`src/rtl/gshare_update_ctrl.sv`:
```
// gshare_update_ctrl
// Sits between fetch, branch resolution and the gshare pattern history table.
// Every prediction is queued in order with its PHT index, predicted direction
// and global-history snapshot. When the oldest branch resolves, exactly one
// PHT training command goes out over a valid/ready handshake. On a mispredict
// the younger queued branches are discarded, and the corrected history is sent
// back to the predictor.
module gshare_update_ctrl #(
  parameter int gshare_tam   = 10, // PHT index width and global-history width (>= 2)
  parameter int profundidade = 4,  // in-flight queue depth, power of 2, >= 2
  parameter int cont_tam     = 16  // statistics counter width
) (
  input  logic                            clk,
  input  logic                            rst,

  input  logic                            lookup_valid,
  input  logic [gshare_tam-1:0]           lookup_index,
  input  logic                            lookup_pred,
  input  logic [gshare_tam-1:0]           lookup_hist,
  output logic                            lookup_ready,

  input  logic                            resolve_valid,
  input  logic                            resolve_taken,
  output logic                            resolve_ready,

  output logic                            upd_valid,
  output logic [gshare_tam-1:0]           upd_index,
  output logic                            upd_taken,
  input  logic                            upd_ready,

  output logic                            flush,
  output logic                            hist_restore_valid,
  output logic [gshare_tam-1:0]           hist_restore,

  output logic [$clog2(profundidade):0]   queue_count,
  output logic [cont_tam-1:0]             br_count,
  output logic [cont_tam-1:0]             miss_count
);

  localparam int ptr_w = $clog2(profundidade);
  localparam int cnt_w = ptr_w + 1;

  typedef enum logic [1:0] {
    IDLE   = 2'd0,
    UPDATE = 2'd1,
    FLUSH  = 2'd2
  } state_t;

  typedef struct packed {
    logic [gshare_tam-1:0] index;
    logic                  pred;
    logic [gshare_tam-1:0] hist;
  } entry_t;

  state_t                state_q, state_d;

  entry_t                mem [profundidade];
  logic [ptr_w-1:0]      wr_ptr, rd_ptr;
  logic [cnt_w-1:0]      count;
  logic                  full, empty;
  logic                  push, pop;
  entry_t                head;

  // Context of the branch currently being trained.
  logic [gshare_tam-1:0] upd_index_q;
  logic                  upd_taken_q;
  logic                  miss_q;
  logic [gshare_tam-1:0] hist_q;

  logic [cont_tam-1:0]   br_count_q, miss_count_q;

  // Occupancy flags and handshakes. The ready signals depend only on the
  // registered state, so a push into a full queue is refused even when a
  // pop happens in the same cycle.
  always_comb begin
    full          = (count == cnt_w'(profundidade));
    empty         = (count == '0);
    lookup_ready  = !rst && !full && (state_q != FLUSH);
    resolve_ready = !rst && !empty && (state_q == IDLE);
    push          = lookup_valid && lookup_ready;
    pop           = resolve_valid && resolve_ready;
    head          = mem[rd_ptr];
  end

  // Next state and the command/flush outputs, all decoded from the state.
  always_comb begin
    // NOTE: every variable gets a default before the case so no path leaves it
    // unassigned; an unassigned path would infer a latch.
    state_d            = state_q;
    upd_valid          = 1'b0;
    flush              = 1'b0;
    hist_restore_valid = 1'b0;
    hist_restore       = '0;
    unique case (state_q)
      IDLE: begin
        if (pop) state_d = UPDATE;
      end
      UPDATE: begin
        upd_valid = 1'b1;
        if (upd_ready) state_d = miss_q ? FLUSH : IDLE;
      end
      FLUSH: begin
        flush              = 1'b1;
        hist_restore_valid = 1'b1;
        hist_restore       = {hist_q[gshare_tam-2:0], upd_taken_q};
        state_d            = IDLE;
      end
      default: state_d = IDLE;
    endcase
  end

  // State register.
  always_ff @(posedge clk) begin
    // NOTE: registers are written with non-blocking assignments so every
    // flop samples the values from before this edge, whatever the statement order.
    if (rst) state_q <= IDLE;
    else     state_q <= state_d;
  end

  // Queue storage: written on an accepted lookup.
  always_ff @(posedge clk) begin
    // NOTE: the storage array has no reset; the pointers and count decide
    // which entries are valid, so clearing the data would add logic for no benefit.
    if (push) mem[wr_ptr] <= '{index: lookup_index, pred: lookup_pred, hist: lookup_hist};
  end

  // Pointers and occupancy. FLUSH empties the queue by moving the read
  // pointer onto the write pointer.
  always_ff @(posedge clk) begin
    if (rst) begin
      wr_ptr <= '0;
      rd_ptr <= '0;
      count  <= '0;
    end else if (state_q == FLUSH) begin
      rd_ptr <= wr_ptr;
      count  <= '0;
    end else begin
      if (push) wr_ptr <= wr_ptr + 1'b1;
      if (pop)  rd_ptr <= rd_ptr + 1'b1;
      unique case ({push, pop})
        2'b10:   count <= count + 1'b1;
        2'b01:   count <= count - 1'b1;
        default: count <= count;
      endcase
    end
  end

  // Latch the context of the resolving branch. These registers hold steady for
  // the whole UPDATE state and any following FLUSH, because pop can only
  // happen in IDLE.
  always_ff @(posedge clk) begin
    if (rst) begin
      upd_index_q <= '0;
      upd_taken_q <= 1'b0;
      miss_q      <= 1'b0;
      hist_q      <= '0;
    end else if (pop) begin
      upd_index_q <= head.index;
      upd_taken_q <= resolve_taken;
      miss_q      <= (head.pred != resolve_taken);
      hist_q      <= head.hist;
    end
  end

  // Saturating statistics counters, stepped once per accepted resolution.
  always_ff @(posedge clk) begin
    if (rst) begin
      br_count_q   <= '0;
      miss_count_q <= '0;
    end else if (pop) begin
      if (br_count_q != '1) br_count_q <= br_count_q + 1'b1;
      if ((head.pred != resolve_taken) && (miss_count_q != '1))
        miss_count_q <= miss_count_q + 1'b1;
    end
  end

  assign upd_index   = upd_index_q;
  assign upd_taken   = upd_taken_q;
  assign queue_count = count;
  assign br_count    = br_count_q;
  assign miss_count  = miss_count_q;

endmodule

```
`config.mk`:
```
export PLATFORM = sky130hd
export DESIGN_NAME = gshare_update_ctrl
export DESIGN_NICKNAME = d
export VERILOG_FILES = /design/src/rtl/gshare_update_ctrl.sv
export SDC_FILE = /design/constraint.sdc
export NUM_CORES = 1
export LEC_CHECK = 0
export BUFFER_PORTS_ARGS = -buffer_cell sky130_fd_sc_hd__buf_2
export CORE_MARGIN = 10
export CORE_UTILIZATION = 61
export CTS_CLUSTER_DIAMETER = 100
export CTS_CLUSTER_SIZE = 12
export DETAILED_ROUTE_END_ITERATION = 7
export PLACE_DENSITY = 0.95
export SLEW_MARGIN = 20
export SYNTH_ARGS = -nofsm -noshare
export SYNTH_HDL_FRONTEND = slang
export SYNTH_SLANG_ARGS = --single-unit
```
`constraint.sdc`:
```
create_clock -name clk -period 5.1 [get_ports clk]
set_input_delay 1.02 -clock clk [delete_from_list [all_inputs] [get_ports clk]]
set_output_delay 1.02 -clock clk [all_outputs]
set_load 0.005 [all_outputs]
```
Word level (Yosys, flattened, before mapping)

Memory sizes are Yosys's and may differ from the RTL's. A register that Yosys moved wholly into a read port is not among the register bits.
Index checks and enable logic that the tools add are counted.

Add/subtract/negate cells: 6
Muxes and demuxes: 14
Eq/ne operators: 11
Bitwise gates (word level): 1
Reduce and logical (&&, ||, !) cells: 19

Operator list:

| operator                                                               | count |
|---|---|
| 16-bit by 1-bit adder with 16-bit output (second input constant)       | 2 |
| 16-bit inequality test (second input constant)                         | 2 |
| 2-bit two-way mux                                                      | 7 |
| 10-bit two-way mux                                                     | 1 |
| 2-bit AND reduction                                                    | 4 |
| 1-bit logical AND                                                      | 7 |
| 2-bit inequality test (second input constant)                          | 3 |
| 3-bit one-hot mux with 2 select lines                                  | 1 |
| 2-bit by 1-bit adder with 2-bit output (second input constant)         | 2 |
| 2-bit by 1-bit equality test with 1-bit output (second input constant) | 2 |
| 2-bit equality test (second input constant)                            | 2 |
| 1-bit two-way mux                                                      | 4 |
| 2-bit one-hot mux with 2 select lines                                  | 1 |
| 2-bit nonzero test                                                     | 2 |
| 3-bit by 1-bit adder with 3-bit output (second input constant)         | 1 |
| 3-bit equality test (second input constant)                            | 1 |
| 1-bit logical NOT                                                      | 3 |
| 3-bit logical NOT                                                      | 1 |
| 3-bit by 1-bit subtractor with 3-bit output (second input constant)    | 1 |
| 2-bit logical NOT                                                      | 1 |
| 2-bit OR reduction                                                     | 1 |
| 1-bit inequality test                                                  | 1 |
| 1-bit NOT                                                              | 1 |

Flip-flop bits (word level): 62
Input port bits: 27
Word-level logic and storage cells: 62
Memories kept: 1
Memory bits (writable): 84

Memory list:

| memory | depth | bits a word | rd ports | clocked after Yosys merged registers in | wr ports | RTL line | source |
|---|---|---|---|---|---|---|---|
| mem    | 4     | 21          | 1        | 1                                       | 1        | 57       | `entry_t mem [profundidade];` |

Depth between registers and ports, before layout

Gate-level depths: netlist (run 1).

Depth after elaboration: 9
Mapped depth: 13
Mapped depth without buffers: 13

Least setup slack after synthesis (run 1)

No wires, ideal clock.

Kind: input -> register
From: input port rst
To: register count[2], in the netlist queue_count[2]
Stages: 11
Arrival: 2895 ps
Path buffers: 1
Data required time: 4969 ps
Setup slack: 2075 ps
Library setup time: 131 ps
Cells stage by stage: nor3_2 > nand3_1 > inv_2 > clkbuf_1 > ha_1 > inv_1 > fa_1 > xor2_1 > nor2_1 > xnor2_1 > nor3_1

Word-level cells in the longest chain between the ends: 6
Elaborated cells on any way between the ends: 12
Classes of those cells: 2 x eq/ne; 1 x mux; 9 x reduce/logical

RTL lines:

| element                                                                               | RTL line | source |
|---|---|---|
| start, declared                                                                       | 14       | `input logic rst,` |
| 1-bit logical NOT *                                                                   | 79       | `resolve_ready = !rst && !empty && (state_q == IDLE);` |
| 1-bit logical AND * (2 in a row)                                                      | 79       |  |
| 1-bit logical AND *                                                                   | 81       | `pop = resolve_valid && resolve_ready;` |
| net pop                                                                               | 61       | `logic push, pop;` |
| 2-bit by 1-bit equality test with 1-bit output or 2-bit equality test (tied branches) | 140      | `unique case ({push, pop})` |
| 3-bit one-hot mux with 2 select lines or 2-bit nonzero test (tied branches)           | -        |  |
| end signal, assigned                                                                  | 141      | `2'b10: count <= count + 1'b1;` |
| end signal, assigned                                                                  | 142      | `2'b01: count <= count - 1'b1;` |
| end signal, assigned                                                                  | 143      | `default: count <= count;` |
| end, declared                                                                         | 59       | `logic [cnt_w-1:0] count;` |

The timed path passes the listed nets; every way through them passes the cells marked *.
A chain may end at the register's enable or synchronous reset.

Worst setup path after layout (run 1)

From: input port rst
To: output port lookup_ready

Word-level cells in the longest chain between the ends: 3

RTL lines:

| element                        | RTL line | source |
|---|---|---|
| 1-bit logical NOT              | 78       | `lookup_ready = !rst && !full && (state_q != FLUSH);` |
| 1-bit logical AND (2 in a row) | 78       |  |
| end, declared                  | 20       | `output logic lookup_ready,` |

No other way between the ends.

==> summary.txt, run 1 <==
Outcome
  – Outcome: completed

Detailed routing
  – Antenna Nets Post-Route: 0
  – Vias per cell: 5.90
  – # DRC: 0
  – Iteration-0 DRC count of the detailed router: 446
  – Final WL: 13400 µm
  – DR pass1 iterations: 5
  – Via count: 4050
  – Avg WL per Cell: 19.5 µm

Place
  – DP HPWL: 8230 µm
  – Dpl cells: 653
  – Setup Slack @ Placement: 1510 ps
  – Gpl congestion: 0.909
  – Number of I/O port buffers: 86

Die
  – Die height: 118 µm
  – Initial Utilization: 0.630
  – I/O pin count: 88
  – Core footprint: 9280 µm²
  – Die Area: 13900 µm²
  – Row Count: 35
  – Chip width: 118 µm

Clocking
  – Root Driver: clkbuf_8
  – Resized cells post-CTS: 0
  – Inserted Clock Buffers: 17
  – Worst-path clk slew: 60 ps
  – Post-CTS setup buffers: 0
  – CTS tree: done
  – Clock Latency Late Sink: 520 ps
  – Clock buffer depth: 2
  – Clock sink count: 144
  – H-tree depth: 4
  – Hold_buf cts: 0

Global route
  – First-pass GRT wire length: 22300 µm
  – Initial antenna violation count: 0
  – GR Util All Layers: 0.200
  – GRT met3 Usage: 0.0595
  – Most Used Layer, Global Route: met2
  – Met2 Use GR: 0.343
  – Total grt overflow: 0
  – Vias in the first global route: 4381
  – M1 GR Usage: 0.225
  – Largest net degree at the start of global routing: 43

Critical path
  – Max FO, Critical Path: 41
  – Worst-path cell chain: buf_2, a311oi_1, buf_2
  – CP most frequent cell: buf_2
  – Startpoint types: input pin
  – CP arrival: 2270 ps
  – Critical Path RT: 4080 ps
  – Slowest Stage Delay on Critical Path: 650 ps
  – WS Path Type: in -> out
  – Crit path capture type: output pin
  – Worst path slowest cell: a311oi_1

STA
  – Tmin final: 3290 ps
  – Post-route worst setup slack: 1810 ps
  – Period utilization: 0.645
  – Fmax: 0.304 GHz
  – RSZ-0062 raised after global routing: false
  – Fin. Hold Viols: 0
  – Slew headroom: 0.280
  – Setup_tns: 0 ps
  – Max Slew Vio Count: 0
  – Worst-margin pin slew: 1080 ps
  – Final setup vio count: 0
  – Clock Skew: 13.4 ps

Synthesis
  – Net Count, Synth: 490
  – Seq/Total Area, Yosys: 0.630
  – Ys async rst share: 0
  – Mapped Cells: 455
  – Synth Cell Area: 5840 µm²
  – Synthesis warning total: 0
  – Number of library cell types mapped by synthesis: 43
  – Main flop type after synthesis: edfxtp_1
  – Syn Area/Cell: 12.8 µm²
  – Post-synth EDFFs: 80
  – Synth Register Bits: 144

Layout
  – Commonest non-fill, non-tap cell in the layout: buf_2
  – Number of fill cells: 598
  – Ant. Diodes: 0
  – Fin nets: 579
  – Synth-to-layout area growth: 19.5%
  – Most frequent cells in the layout: buf_2 (86), edfxtp_1 (80), dfxtp_1 (64)
  – Post-route insts no fill: 686
  – Share of layout cells above drive strength 1: 0.275

Power and ir drop
  – Worst-case vdd ir drop: 285 µV
  – Leakage power: 2.57 nW
  – Pwr dens: 380 nW/µm²

Job
  – Maxcap violations: 0

Hold path
  – HP Class: reg -> reg
logic make-up (layout without fill, tap and decap cells):
group | count (synthesis) | after routing | synth area share
buffers and inverters | 34 | 136 | 0.0238
flip-flops | 144 | 144 | 0.630
adder cells (fa/ha/maj) | 8 | 8 | 0.0184
multiplexers | 28 | 28 | 0.0914
XOR/XNOR | 28 | 28 | 0.0420
AO/OA/AOI/OAI | 35 | 35 | 0.0353
AND/OR/NAND/NOR | 178 | 178 | 0.159
power by group:
| group | total (mW) | internal [mW] | leakage [nW] | switching, mW |
|---|---|---|---|---|
| Combinational | 0.159 | 0.0643 | 1.05 | 0.0948 |
| Sequential | 1.27 | 1.26 | 1.24 | 0.0180 |
| Clock | 1.22 | 0.749 | 0.281 | 0.474 |
cells in the mapped netlist (all sizes together), types with 2 or more instances:
master	instances	share of area
nor2	39	0.025
and4	7	0.010
or2	2	0.0021
nor3b	2	0.0026
clkbuf	13	0.0083
edfxtp	80	0.41
nor4b	2	0.0041
nand2	52	0.033
and2	12	0.013
ha	7	0.015
nand4	9	0.0096
o31ai	2	0.0026
nor2b	2	0.0021
mux2i	5	0.0086
dfxtp	64	0.22
mux4	20	0.077
nor3	11	0.011
a211oi	2	0.0026
inv	14	0.0090
nor4	15	0.017
xnor2	25	0.037
xor2	3	0.0045
a21oi	26	0.022
buf	7	0.0064
or3	3	0.0032
or4	2	0.0026
nand3	10	0.0086
mux2	3	0.0058
nand2b	2	0.0021
and3	6	0.0064
flip-flops by register name, indices dropped and copies added, names as in the netlist, named ones only:
register and cells:
upd_taken 1, miss_count 16, state_q 2, upd_index 10, br_count 16, hist_q 9, mem 80, queue_count 3
wr_ptr 2, rd_ptr 2, miss_q 1
layer usage:
metal	wire length [µm]	part of all wire
met3	949	0.071
met1	5330	0.40
met2	6800	0.51
met5	0	0
met4	283	0.021
worst paths after layout:
path,endpoint,cells past startpoint,startpoint,slack [ps]
worst max-delay path,lookup_ready,3,rst,1810
worst min register to register,upd_index[8],2,upd_index[8],460
worst max register to register,queue_count[1],12,state_q[0],2220
worst min-delay path,upd_index[8],2,upd_index[8],460
worst max-delay path: cells and delay by family:
| kind | cells | cell delay (ps) |
|---|---|---|
| AO/OA/AOI/OAI | 1 | 650 |
| buffers and inverters | 2 | 580 |
layout make-up:
type | count | area [µm²] | share of cell area
timing repair buffer | 90 | 464 | 0.0665
inverter | 14 | 52.6 | 0.00753
multi-input combinational | 277 | 2040 | 0.292
tap | 129 | 161 | 0.0231
clock inverter | 12 | 159 | 0.0228
clock buffer | 20 | 425 | 0.0609
sequential | 144 | 3680 | 0.528
metrics by stage:
stage	power (mW)	hold WS, ps	instance area [µm²]	utilization
after detailed placement	1.45	437	6380	0.687
final	2.66	455	6980	0.752
after global placement	1.44	428	6380	0.687
after CTS	2.67	454	6960	0.750
after global routing	2.74	480	6980	0.752
after floorplan	1.39	416	5840	-
No activity file was read; power rests on OpenSTA's default activity.
==> inputs of run 2 (changes only) <==
CORE_UTILIZATION = 56   (was 61)
PLACE_DENSITY = 0.91   (was 0.95)
clock period = 3.35 ns   (was 5.1 ns; I/O delays follow)
==> run 2 against run 1 <==
Worst setup slack got worse by 1000 ps. Clock power rose by 34%. Routed wire length fell by 3.0%. Sequential power rose by 53%. Via count fell by 2.7%. Non-clock buffer count rose by 8. Largest power group unchanged. Highest routed layer unchanged.
==> summary.txt, run 2 (synthesis results as in run 1) <==
Detailed routing
  – Via count: 3942 (was 4050)
  – Final WL: 13000 µm (was 13400 µm)
  – Antenna Nets Post-Route: 0 (unchanged)
  – # DRC: 0 (unchanged)
  – Iteration-0 DRC count of the detailed router: 513 (was 446)
  – Avg WL per Cell: 18.5 µm (was 19.5 µm)
  – DR pass1 iterations: 7 (was 5)
  – Vias per cell: 5.62 (was 5.90)

STA
  – Final setup vio count: 0 (unchanged)
  – Clock Skew: 9.47 ps (was 13.4 ps)
  – Max Slew Vio Count: 0 (unchanged)
  – WHS: 356 ps (was 455 ps)
  – Period utilization: 0.771
  – RSZ-0062 raised after global routing: false (unchanged)
  – Fmax: 0.387 GHz
  – Setup_tns: 0 ps (unchanged)
  – Slew headroom: 0.451 (was 0.280)
  – Worst-margin pin slew: 817 ps (was 1080 ps)
  – Fin. Hold Viols: 0 (unchanged)
  – Tmin final: 2580 ps

Clocking
  – Clock buffer depth: 2 (unchanged)
  – Inserted Clock Buffers: 17 (unchanged)
  – Clock sink count: 144 (unchanged)
  – Post-CTS setup buffers: 0 (unchanged)
  – H-tree depth: 4 (unchanged)
  – CTS tree: done (unchanged)
  – Root Driver: clkbuf_8 (unchanged)
  – Clock Latency Late Sink: 530 ps (was 520 ps)
  – Worst-path clk slew: 60 ps (about the same)
  – Hold_buf cts: 0 (unchanged)
  – Resized cells post-CTS: 0 (unchanged)

Die
  – Die height: 122 µm (was 118 µm)
  – Initial Utilization: 0.571 (was 0.630)
  – Die Area: 14900 µm² (was 13900 µm²)
  – Row Count: 37 (was 35)
  – I/O pin count: 88 (unchanged)
  – Chip width: 122 µm (was 118 µm)
  – Core footprint: 10200 µm² (was 9280 µm²)

Critical path
  – Crit path capture type: flop (was output pin)
  – Reg2reg path depth: 12 (unchanged)
  – Max FO, Critical Path: 6 (was 41)
  – WS Path Type: reg -> reg (was in -> out)
  – Startpoint types: flop (was input pin)
  – Critical Path RT: 3800 ps (was 4080 ps)
  – CP arrival: 3030 ps (was 2270 ps)

Global route
  – Initial antenna violation count: 0 (unchanged)
  – Total grt overflow: 0 (unchanged)
  – Met2 Use GR: 0.290 (was 0.343)
  – GR Util All Layers: 0.177 (was 0.200)
  – Vias in the first global route: 3994 (was 4381)
  – Most Used Layer, Global Route: met2 (unchanged)
  – M1 GR Usage: 0.215 (was 0.225)
  – Largest net degree at the start of global routing: 30 (was 43)
  – First-pass GRT wire length: 20500 µm (was 22300 µm)
  – GRT met3 Usage: 0.0569 (was 0.0595)

Layout
  – Number of fill cells: 707 (was 598)
  – Share of layout cells above drive strength 1: 0.283 (was 0.275)
  – Commonest non-fill, non-tap cell in the layout: buf_2 (unchanged)
  – Largest register FFs: 80 (unchanged)
  – Fin nets: 587 (was 579)
  – Final instance area: 6970 µm² (was 6980 µm²)
  – Ant. Diodes: 0 (unchanged)
  – Post-route insts no fill: 701 (was 686)
  – Most flops, register: mem (unchanged)
  – Most frequent cells in the layout: buf_2 (86), edfxtp_1 (80), dfxtp_1 (64) (unchanged)
  – Synth-to-layout area growth: 19.2% (was 19.5%)

Job
  – Maxcap violations: 0 (unchanged)

Place
  – DP HPWL: 8310 µm (was 8230 µm)
  – Number of I/O port buffers: 86 (unchanged)
  – Gpl congestion: 0.853 (was 0.909)
  – Post-DP Area: 6450 µm² (was 6380 µm²)
  – Dpl cells: 669 (was 653)

Power and ir drop
  – Worst-case vdd ir drop: 480 µV (was 285 µV)
  – Leakage power: 2.57 nW (about the same)
  – Pwr dens: 548 nW/µm² (was 380 nW/µm²)

Outcome
  – Outcome: completed (unchanged)

Hold path
  – Worst hold stages: 2 (unchanged)
  – HP Class: in -> reg (was reg -> reg)
==> run 2: per-layer routing <==
metal  share of wire  vias up
met4           0.012        0
li1                -     1856
met1            0.40     1896
met5               0        -
met2            0.49      175
met3           0.091       15
==> run 2: worst max-delay path, cell delays in order (launching register included) <==
cell	delay, ps
dfxtp_1	340
inv_1	80
nand2_1	170
inv_1	80
a311oi_1	470
and2_1	290
inv_1	70
ha_1	200
inv_1	70
fa_1	410
nor2_1	130
a21oi_1	50
nor3_1	130
==> run 2: where the power goes <==
part           internal [mW]  switching, mW
Clock                  0.911          0.723
Combinational          0.102          0.140
Sequential              1.91         0.0250
==> run 2: area by class of cell <==
class / instances / area (µm²) / share of cell area
Sequential cell: 144 / 3680 / 0.529
Multi-Input combinational cell: 277 / 2030 / 0.291
Timing Repair Buffer: 98 / 520 / 0.0747
Clock buffer: 20 / 425 / 0.0611
Tap cell: 136 / 170 / 0.0244
Clock inverter: 12 / 86.3 / 0.0124
Inverter: 14 / 52.6 / 0.00754
==> run 2: stage by stage <==
stage / setup WS, ps / util / total power [mW]
4_1_cts: 763 / 0.681 / 3.84
2_1_floorplan: 675 / - / 2.12
5_1_grt: 563 / 0.681 / 3.95
3_5_place_dp: 486 / 0.631 / 2.22
3_3_place_gp: 576 / 0.631 / 2.20
6_report: 766 / 0.681 / 3.81
==> run 2: worst paths after layout <==
path | startpoint | end | slack (ps)
min | upd_ready | state_q[0] | 360
min reg2reg | miss_q | state_q[1] | 440
max reg2reg | state_q[0] | queue_count[1] | 770
max | state_q[0] | queue_count[1] | 770
==> inputs of run 3 (changes only) <==
CORE_UTILIZATION = 51   (was 56)
PLACE_DENSITY = 0.88   (was 0.91)
clock period = 2.29 ns   (was 3.35 ns; I/O delays follow)
==> run 3 against run 2 <==
Cell area up 2.2%. Power up 56%. Sequential share of layout area down 1.1 points. Routed wire length up 3.1%. Largest power group unchanged.
==> summary.txt, run 3 (synthesis results as in run 1) <==
Global route
  – Largest net degree at the start of global routing: 45 (was 30)
  – Initial antenna violation count: 0 (unchanged)
  – Vias in the first global route: 4157 (was 3994)
  – Total grt overflow: 0 (unchanged)
  – First-pass GRT wire length: 21500 µm (was 20500 µm)
  – GR Util All Layers: 0.169 (was 0.177)

Power and ir drop
  – Combinational power share: 0.062 (was 0.063)
  – Clock power frac: 0.463 (was 0.429)
  – Worst-case vdd ir drop: 948 µV (was 480 µV)
  – Power, Total: 5.96 mW (was 3.81 mW)
  – Sw Ratio: 0.216 (was 0.233)
  – Pwr dens: 838 nW/µm² (was 548 nW/µm²)
  – Seq pwr share: 0.476 (was 0.508)
  – Leakage power: 2.64 nW (was 2.57 nW)
  – Pint: 4.67 mW (was 2.93 mW)
  – Switching power: 1.29 mW (was 0.888 mW)

Clocking
  – CTS tree: done (unchanged)
  – Inserted Clock Buffers: 17 (unchanged)
  – Hold_buf cts: 0 (unchanged)
  – Clock Latency Late Sink: 420 ps (was 530 ps)
  – Post-CTS setup buffers: 0 (unchanged)
  – Clock sink count: 144 (unchanged)
  – H-tree depth: 4 (unchanged)
  – Worst-path clk slew: 60 ps (about the same)
  – Root Driver: clkbuf_16 (was clkbuf_8)
  – Clock buffer depth: 2 (unchanged)
  – Resized cells post-CTS: 0 (unchanged)

Die
  – Die height: 127 µm (was 122 µm)
  – Chip width: 127 µm (was 122 µm)
  – Die Area: 16100 µm² (was 14900 µm²)
  – Row Count: 39 (was 37)
  – I/O pin count: 88 (unchanged)
  – Core footprint: 11300 µm² (was 10200 µm²)
  – Initial Utilization: 0.516 (was 0.571)

Layout
  – Commonest non-fill, non-tap cell in the layout: buf_2 (unchanged)
  – Ant. Diodes: 0 (unchanged)
  – Number of fill cells: 850 (was 707)
  – Most flops, register: mem (unchanged)
  – Fin nets: 592 (was 587)
  – Largest register FFs: 80 (unchanged)
  – Synth-to-layout area growth: 21.8% (was 19.2%)
  – Final instance area: 7120 µm² (was 6970 µm²)
  – Share of layout cells above drive strength 1: 0.295 (was 0.283)
  – Most frequent cells in the layout: buf_2 (86), edfxtp_1 (80), dfxtp_1 (63) (was buf_2 (86), edfxtp_1 (80), dfxtp_1 (64))

Detailed routing
  – DR pass1 iterations: 4 (was 7)
  – Avg WL per Cell: 18.7 µm (was 18.5 µm)
  – Vias per cell: 5.61 (was 5.62)
  – Iteration-0 DRC count of the detailed router: 349 (was 513)
  – Via count: 4001 (was 3942)
  – Final WL: 13400 µm (was 13000 µm)
  – # DRC: 0 (unchanged)
  – Antenna Nets Post-Route: 0 (unchanged)

Job
  – Maxcap violations: 0 (unchanged)

Critical path
  – CP arrival: 2440 ps (was 3030 ps)
  – Critical Path RT: 2620 ps (was 3800 ps)
  – Startpoint types: flop (unchanged)
  – Max FO, Critical Path: 5 (was 6)
  – Slowest Stage Delay on Critical Path: 400 ps (was 470 ps)
  – Crit path capture type: flop (unchanged)
  – Worst-path cell chain: inv_1, nand2_2, inv_1, a311oi_2, and2_1, inv_1, ha_1, inv_1, fa_1, nor2_1, a21oi_1, nor3_1 (was inv_1, nand2_1, inv_1, a311oi_1, and2_1, inv_1, ha_1, inv_1, fa_1, nor2_1, a21oi_1, nor3_1)
  – CP most frequent cell: inv_1 (unchanged)
  – Worst path slowest cell: fa_1 (was a311oi_1)
  – WS Path Type: reg -> reg (unchanged)

Hold path
  – HP Class: in -> reg (unchanged)

STA
  – Setup_tns: 0 ps (unchanged)
  – Worst-margin pin slew: 442 ps (was 817 ps)
  – Tmin final: 2110 ps (was 2580 ps)
  – WHS: 229 ps (was 356 ps)
  – Fin. Hold Viols: 0 (unchanged)
  – Slew headroom: 0.703 (was 0.451)
  – Final setup vio count: 0 (unchanged)
  – Fmax: 0.475 GHz (was 0.387 GHz)
  – Period utilization: 0.920 (was 0.771)
  – Clock Skew: 13.5 ps (was 9.47 ps)
  – RSZ-0062 raised after global routing: false (unchanged)
  – Post-route worst setup slack: 184 ps (was 766 ps)
  – Max Slew Vio Count: 0 (unchanged)

Place
  – Setup Slack @ Placement: 87.5 ps (was 486 ps)
  – Post-DP Area: 6520 µm² (was 6450 µm²)
  – Gpl congestion: 0.794 (was 0.853)
  – DP HPWL: 8740 µm (was 8310 µm)
  – Number of I/O port buffers: 86 (unchanged)

Outcome
  – Outcome: completed (unchanged)
==> run 3: cell types whose count changed in the layout (fill, tap and decap cells not counted), sizes merged <==
cell / previous run / this run
clkinvlp: 3 / 4
bufinv: 0 / 3
inv: 17 / 16
clkinv: 6 / 3
buf: 98 / 103
==> run 3: power groups by stage <==
| stage | clock (mW) | sequential, mW | combinational, mW |
|---|---|---|---|
| after global placement | 0 | 2.88 | 0.350 |
| after detailed placement | 0 | 2.89 | 0.367 |
| after global routing | 2.91 | 2.84 | 0.406 |
| after CTS | 2.80 | 2.84 | 0.372 |
| after floorplan | 0 | 2.88 | 0.228 |
| final | 2.76 | 2.84 | 0.367 |
==> run 3: final cells by class <==
| type | instances | area [µm²] | share of cell area |
|---|---|---|---|
| Clock inverter | 12 | 160 | 0.0225 |
| Timing Repair Buffer | 103 | 571 | 0.0801 |
| Multi-Input combinational cell | 277 | 2040 | 0.286 |
| Tap cell | 143 | 179 | 0.0251 |
| Clock buffer | 20 | 437 | 0.0613 |
| Inverter | 14 | 52.6 | 0.00738 |
| Sequential cell | 144 | 3680 | 0.518 |
==> run 3: worst max-delay path, delay by kind of cell (launching register included) <==
kind / cells / cell delay (ps)
fa+ha+maj: 2 / 590
flops: 1 / 340
buf+inv: 4 / 280
simple gates: 4 / 540
compound gates: 2 / 280
==> run 3: final timing paths <==
kind / startpoint / to / slack [ps] / cells after the start
hold reg to reg: miss_q / state_q[1] / 440 / 2
setup reg to reg: state_q[0] / queue_count[1] / 180 / 12
setup / recovery: state_q[0] / queue_count[1] / 180 / 12
hold / removal: upd_ready / state_q[0] / 230 / 2
==> run 3: per-stage QoR <==
stage	utilization	cells
after floorplan	-	455
after global placement	0.576	681
after detailed placement	0.576	681
after CTS	0.629	713
after global routing	0.629	713
final	0.629	713
==> run 3: routing by layer <==
| metal | routed length [µm] | share of wire | vias up | global-route usage |
|---|---|---|---|---|
| li1 | - | - | 1872 | - |
| met1 | 5090 | 0.38 | 1980 | 0.182 |
| met2 | 7030 | 0.53 | 125 | 0.293 |
| met3 | 975 | 0.073 | 24 | 0.0682 |
| met4 | 279 | 0.021 | 0 | 0.0603 |
| met5 | 0 | 0 | - | 0 |
